===== config.mk =====
export PLATFORM = sky130hd
export DESIGN_NAME = jk_excitation_driver
export DESIGN_NICKNAME = d
export VERILOG_FILES = /design/src/rtl/jk_pkg.sv /design/src/rtl/jk_excitation_encoder.sv /design/src/rtl/jk_excitation_driver.sv
export SDC_FILE = /design/constraint.sdc
export NUM_CORES = 1
export LEC_CHECK = 0
export ABC_CLOCK_PERIOD_IN_PS = 2500
export CAP_MARGIN = 20
export CELL_PAD_IN_SITES_DETAIL_PLACEMENT = 0
export CELL_PAD_IN_SITES_GLOBAL_PLACEMENT = 1
export CORE_MARGIN = 2
export CORE_UTILIZATION = 37
export DETAILED_ROUTE_END_ITERATION = 10
export GPL_TIMING_DRIVEN = 1
export PLACE_DENSITY = 0.87
export SETUP_SLACK_MARGIN = 0.05
export SYNTH_ARGS = -nofsm -noshare
export SYNTH_HDL_FRONTEND = slang
export SYNTH_SLANG_ARGS = --single-unit

===== constraint.sdc =====
create_clock -name clk -period 2.5 [get_ports clk]
set_input_delay 0.5 -clock clk [delete_from_list [all_inputs] [get_ports clk]]
set_output_delay 0.5 -clock clk [all_outputs]
set_load 0.01 [all_outputs]

===== src/rtl/jk_pkg.sv =====
// -----------------------------------------------------------------------------
// jk_pkg
// Shared types and helpers for the JK excitation driver.
//   state_t    : controller states (IDLE, DRIVE, CHECK, ERROR)
//   STATE_W    : width of the state encoding
//   jk_excite  : per-bit excitation (current q, wanted q) -> {j, k}
// Build option: define JK_TOGGLE_EN to drive changing bits as toggles
// (j=1, k=1) instead of the hold-preferred set/reset encoding.
// -----------------------------------------------------------------------------
package jk_pkg;

  localparam int STATE_W = 2;

  typedef enum logic [STATE_W-1:0] {
    IDLE  = 2'd0,
    DRIVE = 2'd1,
    CHECK = 2'd2,
    ERROR = 2'd3
  } state_t;

  // Returns {j, k} that moves a JK flip-flop from q to q_next.
  function automatic logic [1:0] jk_excite(input logic q, input logic q_next);
`ifdef JK_TOGGLE_EN
    // Any bit that must change is toggled; stable bits hold.
    jk_excite = (q != q_next) ? 2'b11 : 2'b00;
`else
    // Set when rising, reset when falling, hold otherwise.
    jk_excite = {~q & q_next, q & ~q_next};
`endif
  endfunction

endpackage


===== src/rtl/jk_excitation_encoder.sv =====
// -----------------------------------------------------------------------------
// jk_excitation_encoder
// Combinational WIDTH-wide excitation encoder: applies jk_excite per bit.
// Ports:
//   q       in  [WIDTH] current flip-flop state
//   q_next  in  [WIDTH] wanted flip-flop state
//   j       out [WIDTH] J excitation
//   k       out [WIDTH] K excitation
// Encoding selectable with the JK_TOGGLE_EN macro (see jk_pkg).
// -----------------------------------------------------------------------------
module jk_excitation_encoder
  import jk_pkg::*;
#(
  parameter int WIDTH = 4
) (
  input  logic [WIDTH-1:0] q,
  input  logic [WIDTH-1:0] q_next,
  output logic [WIDTH-1:0] j,
  output logic [WIDTH-1:0] k
);

  generate
    for (genvar gi = 0; gi < WIDTH; gi++) begin : g_bit
      logic [1:0] jk;
      assign jk    = jk_excite(q[gi], q_next[gi]);
      assign j[gi] = jk[1];
      assign k[gi] = jk[0];
    end
  endgenerate

endmodule


===== src/rtl/jk_excitation_driver.sv =====
// -----------------------------------------------------------------------------
// jk_excitation_driver
// Drives an external bank of WIDTH JK flip-flops toward a requested state.
// A target is accepted over valid/ready, the excitation is computed from the
// bank's current q, a one-cycle ff_load strobe is issued, and after SETTLE
// cycles the bank's q is compared with the target. Mismatches are retried up
// to MAX_RETRY times before the sticky err flag is raised.
// Ports:
//   clk        in   rising-edge clock (shared with the JK bank)
//   rst_n      in   asynchronous active-low reset
//   tgt_data   in   [WIDTH] requested flip-flop state
//   tgt_valid  in   tgt_data valid
//   tgt_ready  out  ready to accept a target (IDLE)
//   q_fb       in   [WIDTH] q outputs of the JK bank
//   j, k       out  [WIDTH] registered excitation
//   ff_load    out  one-cycle bank enable
//   done       out  one-cycle pulse when q_fb matched the target
//   err        out  sticky, retries exhausted; cleared on next accept
//   busy       out  state != IDLE
// Build option: JK_TOGGLE_EN selects toggle-style excitation (see jk_pkg).
// -----------------------------------------------------------------------------
module jk_excitation_driver
  import jk_pkg::*;
#(
  parameter int WIDTH     = 4,
  parameter int SETTLE    = 1,
  parameter int MAX_RETRY = 2
) (
  input  logic             clk,
  input  logic             rst_n,
  input  logic [WIDTH-1:0] tgt_data,
  input  logic             tgt_valid,
  output logic             tgt_ready,
  input  logic [WIDTH-1:0] q_fb,
  output logic [WIDTH-1:0] j,
  output logic [WIDTH-1:0] k,
  output logic             ff_load,
  output logic             done,
  output logic             err,
  output logic             busy
);

  localparam int RW = (MAX_RETRY > 0) ? $clog2(MAX_RETRY + 1) : 1;
  localparam int SW = $clog2(SETTLE + 1);

  state_t           state_reg;
  logic [RW-1:0]    retry_reg;
  logic [SW-1:0]    settle_reg;
  logic [WIDTH-1:0] target_reg;
  logic [WIDTH-1:0] j_reg;
  logic [WIDTH-1:0] k_reg;
  logic             ff_load_reg;
  logic             done_reg;
  logic             err_reg;

  logic [WIDTH-1:0] enc_tgt;
  logic [WIDTH-1:0] enc_j;
  logic [WIDTH-1:0] enc_k;
  logic [SW-1:0]    settle_inc;

  // One encoder serves both the first drive (new word straight from the
  // input) and retries (captured target against the current bank state).
  assign enc_tgt    = (state_reg == IDLE) ? tgt_data : target_reg;
  assign settle_inc = settle_reg + SW'(1);

  jk_excitation_encoder #(
    .WIDTH (WIDTH)
  ) u_encoder (
    .q      (q_fb),
    .q_next (enc_tgt),
    .j      (enc_j),
    .k      (enc_k)
  );

  always_ff @(posedge clk or negedge rst_n) begin
    if (!rst_n) begin
      state_reg   <= IDLE;
      retry_reg   <= '0;
      settle_reg  <= '0;
      target_reg  <= '0;
      j_reg       <= '0;
      k_reg       <= '0;
      ff_load_reg <= 1'b0;
      done_reg    <= 1'b0;
      err_reg     <= 1'b0;
    end else begin
      // Strobes are single-cycle unless re-armed below.
      ff_load_reg <= 1'b0;
      done_reg    <= 1'b0;
      case (state_reg)
        IDLE: begin
          if (tgt_valid) begin
            target_reg  <= tgt_data;
            err_reg     <= 1'b0;
            retry_reg   <= '0;
            j_reg       <= enc_j;
            k_reg       <= enc_k;
            ff_load_reg <= 1'b1;
            state_reg   <= DRIVE;
          end
        end
        DRIVE: begin
          j_reg      <= '0;
          k_reg      <= '0;
          settle_reg <= '0;
          state_reg  <= CHECK;
        end
        CHECK: begin
          settle_reg <= settle_inc;
          if (settle_inc == SW'(SETTLE)) begin
            if (q_fb == target_reg) begin
              done_reg  <= 1'b1;
              state_reg <= IDLE;
            end else if (retry_reg < RW'(MAX_RETRY)) begin
              // Excitation is recomputed because the bank may have moved
              // partially toward the target.
              retry_reg   <= retry_reg + RW'(1);
              j_reg       <= enc_j;
              k_reg       <= enc_k;
              ff_load_reg <= 1'b1;
              state_reg   <= DRIVE;
            end else begin
              err_reg   <= 1'b1;
              state_reg <= ERROR;
            end
          end
        end
        ERROR: begin
          state_reg <= IDLE;
        end
        default: begin
          state_reg <= IDLE;
        end
      endcase
    end
  end

  assign tgt_ready = (state_reg == IDLE);
  assign busy      = (state_reg != IDLE);
  assign j         = j_reg;
  assign k         = k_reg;
  assign ff_load   = ff_load_reg;
  assign done      = done_reg;
  assign err       = err_reg;

endmodule

==> Word-level counts from Yosys, hierarchy flattened <==
Index checks and enable logic that the tools add are counted.
{ "word_totals": {"out_inout_bits": 13, "regBits": 20, "elab_cells": 82} }
{ "classes": {"addsub": 2, "reduce_logical": 10, "n_eq_ne": 9, "muxes": 35, "bitwise": 16, "order_cmp": 1} }
{ "op_table": {"columns": ["op", "n"], "rows": [
  ["$mux W4", 9],
  ["$pmux W4 S3", 2],
  ["$mux W2", 8],
  ["$reduce_and A5 Y1", 3],
  ["$mux W1", 11],
  ["$ne A2 B2 Y1 const B", 5],
  ["$and A1 B1 Y1", 8],
  ["$not A1 Y1", 8],
  ["$pmux W2 S4", 1],
  ["$pmux W1 S2", 3],
  ["$reduce_bool A2 Y1", 3],
  ["$eq A2 B2 Y1 const B", 2],
  ["$eq A4 B4 Y1", 1],
  ["$pmux W2 S2", 1],
  ["$reduce_and A2 Y1", 2],
  ["$reduce_bool A3 Y1", 1],
  ["$add A2 B1 Y2 const B", 1],
  ["$eq A2 B1 Y1 const B", 1],
  ["$logic_not A2 Y1", 1],
  ["$lt A2 B2 Y1 const B", 1],
  ["$add A1 B1 Y1 const B", 1]
]} }

==> Logic depth before layout (Yosys ltp) <==
{ "depth": {"depth_word": 8, "depth_mapped": 7, "ltp_nobuf": 6} }

==> Cells and area by module <==
From an unflattened synthesis, not the netlist that was laid out.
{ "unflattened": {"hier_cells": 98, "area_unflattened_um2": 1101.1} }
{ "modules_own_cells": {"columns": ["module", "seq_area_each_um2", "cells_each", "area_each_um2", "n_inst"], "rows": [
  ["jk_excitation_driver", 500.5, 90, 1051.0, 1],
  ["jk_excitation_encoder", 0.0, 8, 50.0, 1]
]} }

==> Least setup slack after synthesis <==
No wires, ideal clock.
{ "synth_path": {"path_type": "register to register", "start": "register state_reg[0]", "end": "register k_reg[0], in the netlist k[0]", "required_time_ps": 2432, "slack_ps": 536, "n_path_buf": 1, "stages_incl_launch_ff": 8, "period_less_slack_ps": 1964, "arrival_time_ps": 1896, "path_cell_list": "dfrtp_1 -> inv_1 -> ha_1 -> buf_2 -> inv_1 -> o22ai_1 -> a2111oi_4 -> a32o_1"} }
{ "synth_via": {"elab_chain_len": 8} }
{ "synth_lines": {"columns": ["element", "line_no", "source"], "rows": [
  ["start: declaration", "jk_excitation_driver.sv:46", "state_t state_reg;"],
  ["start signal: assignment", "jk_excitation_driver.sv:77", "state_reg <= IDLE;"],
  ["start signal: assignment", "jk_excitation_driver.sv:99", "state_reg <= DRIVE;"],
  ["start signal: assignment", "jk_excitation_driver.sv:106", "state_reg <= CHECK;"],
  ["$logic_not A2 Y1 (*)", null, null],
  ["net tgt_ready", "jk_excitation_driver.sv:33", "output logic tgt_ready,"],
  ["$mux W4", "jk_excitation_driver.sv:63", "assign enc_tgt = (state_reg == IDLE) ? tgt_data : target_reg;"],
  ["$not A1 Y1", "jk_pkg.sv:28", "jk_excite = {~q & q_next, q & ~q_next};"],
  ["$and A1 B1 Y1", "jk_pkg.sv:28", null],
  ["$mux W4", "jk_excitation_driver.sv:114", "end else if (retry_reg < RW'(MAX_RETRY)) begin"],
  ["$mux W4", "jk_excitation_driver.sv:111", "if (q_fb == target_reg) begin"],
  ["$mux W4", "jk_excitation_driver.sv:110", "if (settle_inc == SW'(SETTLE)) begin"],
  ["$pmux W4 S3", "jk_excitation_driver.sv:90", "case (state_reg)"],
  ["end signal: assignment", "jk_excitation_driver.sv:97", "k_reg <= enc_k;"],
  ["end signal: assignment", "jk_excitation_driver.sv:119", "k_reg <= enc_k;"],
  ["end: declaration", "jk_excitation_driver.sv:51", "logic [WIDTH-1:0] k_reg;"]
]} }
Mark *: on every way through the listed nets, which the timed path passes. The rest lies on a longest branch. The select of a mux whose other input is x is not followed.
A chain may end at the register's enable or synchronous reset.

==> Worst setup path after layout <==
{ "layout_path": {"start": "register state_reg[0]", "end": "output port busy"} }
{ "layout_via": {"elab_chain_len": 1} }
{ "layout_lines": {"columns": ["element", "line_no", "source"], "rows": [
  ["$reduce_bool A2 Y1", "jk_excitation_driver.sv:139", "assign busy = (state_reg != IDLE);"],
  ["end: declaration", "jk_excitation_driver.sv:40", "output logic busy"]
]} }
No other way between the ends.

==> summary.txt <==
DIE WIDTH: 56.0 um
Num ports: 24
First-pass GRT wire length: 3730 um
Number of max-cap violations: 0
Setup TNS: 0 ns
Num Clock Sinks: 20
Worst-path fanout max: 6
Seq. cell area: 500 sq um
Syn Std Cell Area: 1000 sq um
Routed WL: 2180 um
FP Rows: 18
Syn_area_per_cell: 11.6 sq um
Clock transition at path regs: 0.13 ns
Slew margin rel.: 65.3%
Worst slew pin tran: 0.520 ns
CTS hold repair buffers: 0
Port buffer count: 23
DIE AREA: 0.00313 sq mm
1st-pass router iterations: 6
Cell Pwr Density: 1290 mW/mm^2
Post-cts resize count: 0
Worst hold path class: in -> async
Met2 routed WL: 1080 um
Worst setup margin: 0.193 ns
Core area: 0.00252 sq mm
CP endpoint kind: output port
Inst Count DP: 140
Post-CTS Setup Inserts: 0
Clk_skew: 0.0158 ns
VDD IR max: 0.000861 V
Longest Clk Path Bufs: 2
Synth cell types: 26
RSZ-0062 raised after global routing: false
Final non-filler cell total: 144
Yosys reg bits: 20
Slew Limit Fails: 0
Vias in the first global route: 793
DRC viols: 0
Met3 wire len: 128 um
Starting Density: 39.6%
WP data arrival: 1.81 ns
Area of the multi-input gates: 464 sq um
Fraction of layout cells with a size suffix above 1: 11.4%
Setup violators final: 0
DR vias/cell: 5.42
H-tree depth: 1
Via Count: 781
Crit share post-route: 92.3%
DR WL/cell: 15.1 um
Area growth, synth to finish: 33.4%
YS warnings: 0
Diode count: 0
Final Hold Viols: 0
Post-Route M1 WL: 970 um
Leakage: 0.589 nW
Nets@finish: 131
Sequential fraction of the synthesis area: 50.1%
CTS Root Cell: clkbuf_4
Fillcell total: 241
Gpl congestion: 0.744
Dpl hpwl: 1620 um
Antenna-violating nets left: 0
Outcome: finished, final reports clean
Total track usage: 15.1%
1st-iter DRT viols: 11
CTS tree: built
Launching element type of the critical path: register
Grt ovf: 0
Post-Synthesis Cells: 86
Clk_lat worst skew: 0.31 ns
Top sig layer: met3
CTS Buf Count: 3
Max Freq: 434 MHz
Pre-CTS setup slack: 0.163 ns
Largest net degree at the start of global routing: 21
Type of the worst setup path: reg -> out
Data required, critical path: 2.00 ns
Die span in y: 56.0 um
Mapped Nets: 102
Antenna violations before repair: 0
Final min period: 2.31 ns
-- cell families (layout without fill, tap and decap cells) --
logic type	Yosys count	in the layout	share of synthesized area, %
mux	9	9	9.51
fa+ha+maj	5	5	6.26
compound gates	23	23	20.4
simple gates	16	16	6.76
buf+inv	9	37	3.50
xor+xnor	4	4	3.50
flops	20	20	50.1
-- metal layers --
metal,GRT usage (%),vias up
li1,-,378
met1,19.5,375
met2,24.4,28
met3,5.58,0
met4,2.72,0
met5,0,-
-- critical path, stage by stage (launching register included) --
cell	delay [ns]
dfrtp_1	0.43
inv_1	0.11
ha_1	0.29
inv_1	0.13
clkdlybuf4s50_1	0.54
-- final timing paths --
check | to | startpoint | slack [ns] | cells after the start
hold reg to reg | k[0] | k[0] | 0.51 | 1
max in group asynchronous | j[1] | rst_n | 1.76 | 2
min in group clk | k[0] | k[0] | 0.51 | 1
hold / removal | target_reg[0] | rst_n | 0.51 | 2
setup / recovery | busy | state_reg[0] | 0.19 | 4
setup reg to reg | k[0] | state_reg[0] | 0.48 | 6
-- report_power, final --
group          switching (mW)  leakage [nW]  total [mW]  internal [mW]
Sequential             0.0970         0.255       0.548          0.451
Combinational           0.458         0.306       0.906          0.447
Clock                   0.105        0.0279       0.267          0.162
-- metrics by stage --
stage	util (%)	power [mW]	hold WS [ns]	instance area, sq um
floorplan	-	1.14	0.204	1000
global placement	50.8	1.44	0.479	1280
detailed placement	50.8	1.46	0.481	1280
CTS	52.9	1.74	0.509	1330
global route	52.9	1.85	0.503	1330
finish	52.9	1.72	0.506	1330
-- final cells by class --
type / count / share of cell area (%)
repair buffers: 26 / 18.9
inverters: 7 / 1.97
flip-flops and latches: 20 / 37.5
well taps: 30 / 2.81
multi-input cells: 57 / 34.8
clock inverters: 1 / 2.25
clock buffers: 3 / 1.69
-- cell usage after synthesis --
cell type / n / area, sq um
a2111oi_4: 1 / 27.5
a211o_2: 1 / 10.0
a211oi_1: 1 / 7.51
a21oi_1: 2 / 10.0
a22o_1: 4 / 35.0
a22oi_1: 1 / 7.51
a31oi_1: 2 / 12.5
a32o_1: 4 / 40.0
a41o_1: 2 / 20.0
buf_2: 1 / 5.00
clkbuf_1: 1 / 3.75
dfrtp_1: 20 / 500
ha_1: 5 / 62.6
inv_1: 7 / 26.3
mux2_2: 4 / 45.0
mux2i_1: 5 / 50.1
nand2_1: 4 / 15.0
nand3_1: 3 / 15.0
nand4_1: 1 / 6.26
nor2_1: 7 / 26.3
nor3_1: 1 / 5.00
o211ai_1: 1 / 7.51
o21ai_0: 1 / 5.00
o22ai_1: 1 / 6.26
o31ai_1: 2 / 15.0
xnor2_1: 4 / 35.0
-- cell usage in the layout, fill, tap and decap left out, drive strengths merged --
cell type and count:
clkdlybuf4s50 23, dfrtp 20, inv 7, nor2 7
mux2i 5, ha 5, nand2 4, xnor2 4
mux2 4, a32o 4, a22o 4, nand3 3
clkbuf 3, buf 3, a41o 2, o31ai 2
a21oi 2, a31oi 2, o21ai 1, nand4 1
o22ai 1, a22oi 1, nor3 1, o211ai 1
a211oi 1, a2111oi 1, a211o 1, bufinv 1
No activity file was read; power rests on OpenSTA's default activity.
